$ cat src/rtl/ooo_read_slave.sv
// ooo_read_slave: out-of-order AXI-style read slave with one slot per ID and ID-dependent latency
module ooo_read_slave #(
    parameter int DATA_WIDTH = 8,
    parameter int MIN_LAT    = 2
) (
    input  logic                  clk,
    input  logic                  rst_n,
    input  logic [3:0]            s_arid_i,
    input  logic                  s_arvalid_i,
    output logic                  s_arready_o,
    output logic [DATA_WIDTH-1:0] s_rdata_o,
    output logic [3:0]            s_rid_o,
    output logic                  s_rvalid_o,
    input  logic                  s_rready_i,
    output logic [4:0]            outstanding_o
);
    typedef enum logic {R_IDLE, R_VALID} r_state_e;

    r_state_e              state_q, state_d;
    logic [15:0]           busy_q, busy_d, issued_q, issued_d;
    logic [4:0]            cnt_q [16];
    logic [4:0]            cnt_d [16];
    logic [3:0]            seq_q [16];
    logic [3:0]            seq_d [16];
    logic [3:0]            seq_ctr_q, seq_ctr_d, rr_q, rr_d, rid_q, rid_d;
    logic [DATA_WIDTH-1:0] rdata_q, rdata_d;
    logic [4:0]            out_q, out_d;
    logic                  ar_hs, r_hs, found;
    logic [3:0]            pick, idx;

    assign s_arready_o   = ~busy_q[s_arid_i];
    assign ar_hs         = s_arvalid_i && s_arready_o;
    assign r_hs          = (state_q == R_VALID) && s_rready_i;
    assign s_rvalid_o    = (state_q == R_VALID);
    assign s_rid_o       = rid_q;
    assign s_rdata_o     = rdata_q;
    assign outstanding_o = out_q;

    // Round-robin pick: first eligible slot starting at rr
    always_comb begin
        found = 1'b0;
        pick  = rr_q;
        idx   = rr_q;
        for (int i = 0; i < 16; i++) begin
            idx = rr_q + i[3:0];
            if (!found && busy_q[idx] && cnt_q[idx] == 5'd0 && !issued_q[idx]) begin
                found = 1'b1;
                pick  = idx;
            end
        end
    end

    // Next state: countdown, free on R handshake, load output, accept AR
    always_comb begin
        state_d   = state_q;
        busy_d    = busy_q;
        issued_d  = issued_q;
        cnt_d     = cnt_q;
        seq_d     = seq_q;
        seq_ctr_d = seq_ctr_q;
        rr_d      = rr_q;
        rid_d     = rid_q;
        rdata_d   = rdata_q;
        out_d     = out_q + 5'(ar_hs) - 5'(r_hs);
        for (int k = 0; k < 16; k++)
            if (busy_q[k] && cnt_q[k] != 5'd0) cnt_d[k] = cnt_q[k] - 5'd1;
        if (r_hs) begin
            busy_d[rid_q]   = 1'b0;
            issued_d[rid_q] = 1'b0;
            rr_d            = rid_q + 4'd1;
            state_d         = R_IDLE;
        end
        if ((state_q == R_IDLE || r_hs) && found) begin
            state_d        = R_VALID;
            rid_d          = pick;
            rdata_d        = DATA_WIDTH'({seq_q[pick], pick});
            issued_d[pick] = 1'b1;
        end
        if (ar_hs) begin
            busy_d[s_arid_i]   = 1'b1;
            issued_d[s_arid_i] = 1'b0;
            cnt_d[s_arid_i]    = 5'(MIN_LAT) + {1'b0, ~s_arid_i};
            seq_d[s_arid_i]    = seq_ctr_q;
            seq_ctr_d          = seq_ctr_q + 4'd1;
        end
    end

    // State registers with asynchronous reset that drops all in-flight requests
    always_ff @(posedge clk or negedge rst_n) begin
        if (!rst_n) begin
            state_q   <= R_IDLE;
            busy_q    <= '0;
            issued_q  <= '0;
            seq_ctr_q <= '0;
            rr_q      <= '0;
            rid_q     <= '0;
            rdata_q   <= '0;
            out_q     <= '0;
            for (int k = 0; k < 16; k++) begin
                cnt_q[k] <= '0;
                seq_q[k] <= '0;
            end
        end else begin
            state_q   <= state_d;
            busy_q    <= busy_d;
            issued_q  <= issued_d;
            seq_ctr_q <= seq_ctr_d;
            rr_q      <= rr_d;
            rid_q     <= rid_d;
            rdata_q   <= rdata_d;
            out_q     <= out_d;
            cnt_q     <= cnt_d;
            seq_q     <= seq_d;
        end
    end
endmodule

$ cat config.mk
export PLATFORM = sky130hd
export DESIGN_NAME = ooo_read_slave
export DESIGN_NICKNAME = d
export VERILOG_FILES = /design/src/rtl/ooo_read_slave.sv
export SDC_FILE = /design/constraint.sdc
export NUM_CORES = 1
export LEC_CHECK = 0
export ABC_AREA = 1
export CORE_ASPECT_RATIO = 2
export CORE_MARGIN = 2
export CORE_UTILIZATION = 35
export CTS_BUF_LIST = sky130_fd_sc_hd__clkbuf_16
export CTS_CLUSTER_SIZE = 25
export DETAILED_ROUTE_END_ITERATION = 16
export GPL_TIMING_DRIVEN = 0
export MAX_ROUTING_LAYER = met4
export PLACE_DENSITY_LB_ADDON = 0.15
export SLEW_MARGIN = 15
export SYNTH_ARGS = -nofsm -noshare
export SYNTH_HDL_FRONTEND = slang
export SYNTH_SLANG_ARGS = --single-unit
$ cat constraint.sdc
create_clock -name clk -period 5.1 [get_ports clk]
set_clock_uncertainty 0.05 [all_clocks]
set_input_delay 1.02 -clock clk [delete_from_list [all_inputs] [get_ports clk]]
set_output_delay 1.02 -clock clk [all_outputs]
set_load 0.02 [all_outputs]
### After elaboration in Yosys (flattened, before gate mapping)

Cells that the tools add are included.

* output and inout bits: 19
* bits in writable memories: 0
* input port bits: 8
* memories kept: 0
* latch bits: 0
* register bits after elaboration: 202
* memory bits (read-only): 0

* $add $sub $neg: 36
* equality and inequality tests: 0
* order comparisons: 41
* bitwise operators: 28
* mux-type cells: 184
* reduce and logical (&&, ||, !) cells: 135
* divide/modulo/power cells: 0
* multipliers: 0
* shift-type cells: 0

Operators with widths (number)
* binary-select mux 5 bit (select 4 bit): 16
* two-way mux 5 bit: 49
* binary-select mux 1 bit (select 4 bit): 33
* < comparator 4 x 5 -> 1 bit, second input constant: 19
* greater-or-equal comparator 5 bit, second input constant: 18
* inverter 4 -> 5 bit: 18
* bitwise mux 80 bit: 1
* zero test 5 bit: 16
* two-way mux 16 bit: 5
* two-way mux 80 bit: 1
* nonzero test 5 bit: 16
* subtractor 5 x 1 -> 5 bit, second input constant: 16
* two-way mux 4 bit: 18
* logical AND 1 bit: 70
* bitwise mux 64 bit: 1
* two-way mux 1 bit: 54
* bitwise AND 16 bit: 3
* adder 4 bit, second input constant: 8
* inverter 16 bit: 2
* OR 16 bit: 2
* zero test 1 bit: 31
* demux 5 bit (select 4 bit): 1
* adder 4 x 3 -> 4 bit, second input constant: 4
* binary-select mux 4 bit (select 4 bit): 1
* 13 further kinds: 21

### Logic depth before layout (Yosys ltp)

* word-level depth: 91
* mapped depth: 45
* gate-level depth less buffers: 40

### Worst setup path after synthesis

No wires, ideal clock.

* kind: flip-flop to flip-flop
* start point: reg rr_q[1]
* end point: reg rdata_q[7], in the netlist s_rdata_o[7]
* path buffers: 7
* data arrival time: 4.515 ns
* setup time: 0.117 ns
* data required time: 4.933 ns
* cell stages (with the launch flop): 38
* path slack: 0.418 ns
* period minus slack after synthesis: 4.682 ns
* cells stage by stage: dfrtp_1 > buf_2 > inv_2 > buf_2 > buf_2 > ha_1 > buf_2 > inv_1 > buf_2 > buf_2 > o21ai_0 > o21ai_0 > nand2_1 > nand2_1 > inv_1 > nand2_1 > o211ai_4 > nor2_8 > [2 not listed] > nand4_4 > nor2_2 > nand3_1 > nand2_1 > inv_2 > nand2_1 > nand2_2 > nand2_4 > inv_2 > buf_4 > nand2_1 > nand2_1 > nand2_1 > nand3_1 > nand2_1 > nand2_1 > nor2_1 > nor2_1

* cells in the longest elaborated chain, start to end: 87
* elaborated cells on any way between the ends: 273
* classes of those cells: add/sub: 15; mux: 146; bitwise: 17; reduce/logical: 95

Ends and longest elaborated chain
* start, declared: RTL line 25 `logic [3:0] seq_ctr_q, seq_ctr_d, rr_q, rr_d, rid_q, rid_d;`
* start signal, assigned: RTL line 108 `rr_q <= rr_d;`
* parallel branches: the longest is 87 deep, another holds adder 4 x 1 -> 4 bit
* end signal, assigned: RTL line 110 `rdata_q <= rdata_d;`
* end, declared: RTL line 26 `logic [DATA_WIDTH-1:0] rdata_q, rdata_d;`

Parallel ways; which one is timed is not known. The select of a mux whose other input is x is not followed.
A chain may end at the register's enable or synchronous reset.

### Worst setup path in the final report

* start point: reg rr_q[1]
* end point: reg rdata_q[4], in the netlist s_rdata_o[4]

The elaborated chain is that of the path after synthesis.

==> metrics.md <==
| Metric | Value |
|---|---|
| Yosys warnings | `0` |
| Vias | `16271` |
| Clk root buf | `clkbuf_16` |
| Synth async-reset ratio | `100.0%` |
| Reg2reg path depth | `38` |
| Layout cell share with drive strength beyond 1 | `10.77%` |
| Core footprint | `42310 um2` |
| Multi-input logic area | `9066 um2` |
| Crit Reg-Reg Endpoint | `s_rdata_o[4]` |
| Cells after synthesis | `2333` |
| Fill count | `4630` |
| Critical R2R Launch | `rr_q[1]` |
| Crit-path max FO | `10` |
| Status | `completed` |
| Clk slew on worst S/H paths | `0.09 ns` |
| I/O Pins | `27` |
| TritonCTS sink count | `198` |
| Tightest Pin Transition | `0.8795 ns` |
| Post-DR vias/cell | `5.462` |
| RSZ-0062 raised after global routing | `true` |
| Slowest CP cell | `dfrtp_2` |
| Fin crit share | `96.52%` |
| Final WL | `65110 um` |
| DRC | `0` |
| Largest net degree at the start of global routing | `95` |
| Final Hold Fails | `0` |
| Post-synth cell types | `56` |
| Min Tclk post-route | `4.922 ns` |
| Syn Nets | `2376` |
| Max cap viols | `0` |
| Die ar. | `44340 um2` |
| TritonCTS clock tree | `yes` |
| Initial drt markers | `1576` |
| Max Clk Rate | `203.2 MHz` |
| Drt first pass iters | `6` |
| First-pass GRT wire length | `96520 um` |
| Slew Viols, Final | `0` |
| Clk buf depth | `2` |
| Cell taking the most area after synthesis | `dfrtp_1` |
| Post-DRT Antenna Nets | `0` |
| Total CTS buffers | `17` |
| CP max stage delay | `0.41 ns` |
| Synth top area cells | `dfrtp_1 (33%), nand2_1 (23%), nand3_1 (10%), o21ai_0 (5.4%), inv_1 (4.8%)` |
| Die W | `149.9 um` |
| Gr ovfl total | `0` |
| Syn avg cell area | `6.386 um2` |
| Worst Hold Class | `in2async` |
| Crit path kind | `reg2reg` |
| Avg WL per Cell | `21.86 um` |
| Hold-fix buffers, CTS | `0` |
| Dpl hpwl | `50310 um` |
| CP Capture Type | `register` |
| CP Data Arrival Time | `5.24 ns` |
| Area growth syn-to-layout | `17.54%` |
| Initial antenna violation count | `1` |
| Synthesis-stage register bit count | `198` |
| Rel. slew slack | `40.60%` |
| Setup ws final | `0.1776 ns` |
| Ys flop type | `dfrtp_1` |
| Worst path required time | `5.42 ns` |
| Seq/Total Area, Yosys | `33.25%` |
| R2R Setup Slk | `0.18 ns` |
| Initial Utilization | `35.22%` |
| Seq. cell area | `4957 um2` |
| Mapped cell area | `14900 um2` |
| Number of synthesized flops with an enable pin | `0` |
| Fin nets | `2463` |
| PortBufs | `26` |
| Startpoint types | `register` |
| Gpl congestion | `1.040` |
| H-tree depth | `4` |
| Pre-CTS worst setup slack | `-1.807 ns` |
| Vias in the first global route | `15406` |
| Std-Cell Rows | `107` |
| GR Util All Layers | `30.50%` |
| Post-synth top area share | `33.25%` |
| Latest clock arrival within the worst-skew pair | `0.48 ns` |
| Final setup viols | `0` |
| Die H | `295.8 um` |
cells in the mapped netlist, drive strengths merged (2+ instances only):
| cell type | count |
|---|---|
| o21a | 3 |
| a211oi | 14 |
| o22ai | 10 |
| o31ai | 3 |
| nand3b | 2 |
| nor3 | 34 |
| a22oi | 2 |
| and2 | 6 |
| nor4 | 4 |
| nand2 | 912 |
| o2111ai | 2 |
| nor2 | 130 |
| or2 | 11 |
| nand4 | 44 |
| o21ai | 187 |
| buf | 64 |
| a21oi | 51 |
| xor2 | 42 |
| o211ai | 13 |
| dfrtp | 198 |
| xnor2 | 4 |
| a31oi | 6 |
| inv | 199 |
| ha | 34 |
| nand3 | 309 |
| clkbuf | 38 |
worst max-delay path, delay by kind of cell, from the launching register on:
family          cells  cell delay [ns]
fa+ha+maj           1             0.28
simple gates       20             1.97
flops               1             0.41
compound gates      4             0.61
buf+inv            13             1.47
worst max-delay path by stage:
stage                  from      endpoint  cells after the start
global route        rr_q[1]   issued_q[2]                     32
global placement      rst_n     cnt_q[59]                      1
floorplan           rr_q[1]  s_rdata_o[7]                     37
CTS                 rr_q[1]  s_rdata_o[5]                     36
detailed placement  rr_q[1]  s_rdata_o[5]                     31
finish              rr_q[1]  s_rdata_o[4]                     38
timing repair:
action	CTS	global route
pin swaps	12	35
gates resized for setup	89	109
buffers inserted	20	20
cloned	0	2
endpoints found under the setup margin	25	23
through the flow:
step	utilization (%)	hold slack [ns]	instances	TNS, ns	area, um2
floorplan	-	0.4030	2333	0	14900
detailed placement	37.59	0.4235	2906	-39.86	15900
global route	41.40	0.3926	2979	-0.1334	17510
CTS	40.06	0.3877	2956	0	16950
global placement	37.45	0.4169	2904	-1215.23	15840
finish	41.40	0.3877	2979	0	17510
flip-flops by register name (all words and copies together) (netlist names):
register and flops:
outstanding_o 5, s_rvalid_o 1, rr_q 4, s_rdata_o 5
busy_q 16, s_rid_o 3, seq_q 64, cnt_q 80
seq_ctr_q 4, issued_q 16
cell families (layout without fill, tap and decap cells):
family                   count (synthesis)  count (layout)  share of synthesized area (%)
buffers and inverters                  302             402                          8.473
AO/OA/AOI/OAI                          299             299                          11.28
flip-flops                             198             198                          33.25
other                                    0               1                              0
multiplexers                             1               1                        0.06718
adder cells (fa/ha/maj)                 35              35                          2.990
AND/OR/NAND/NOR                       1452            1452                          41.23
XOR/XNOR                                46              46                          2.704
placed cells by master, fill, tap and decap left out, types with 31 or more instances in the layout:
master / n
dfrtp_1: 196
a21oi_1: 45
o21ai_0: 158
nand4_1: 42
nor2_1: 116
ha_1: 34
xor2_1: 40
inv_1: 187
nand3_1: 283
clkbuf_1: 31
nand2_1: 880
buf_4: 54
nor3_1: 33
area by class of cell:
class                      instances  area share [%]
inverter                         200           4.472
sequential                       198           28.31
clock inverter                    15           1.107
timing repair buffer              70           3.894
buffer                           100           4.115
clock buffer                      17           2.429
antenna                            1         0.01429
tap                              545           3.894
multi-input combinational       1833           51.77
per-layer routing:
metal / GRT usage [%] / wire length [um] / vias to the layer above
li1: - / - / 7801
met1: 36.84 / 26190 / 7694
met2: 48.89 / 30770 / 607
met3: 3.138 / 3615 / 169
met4: 18.32 / 4530 / 0
met5: - / 0 / -
Power is left out: the tool's default activity adds up to more than one toggle a clock period on the data nets, which glitch-free logic cannot reach.
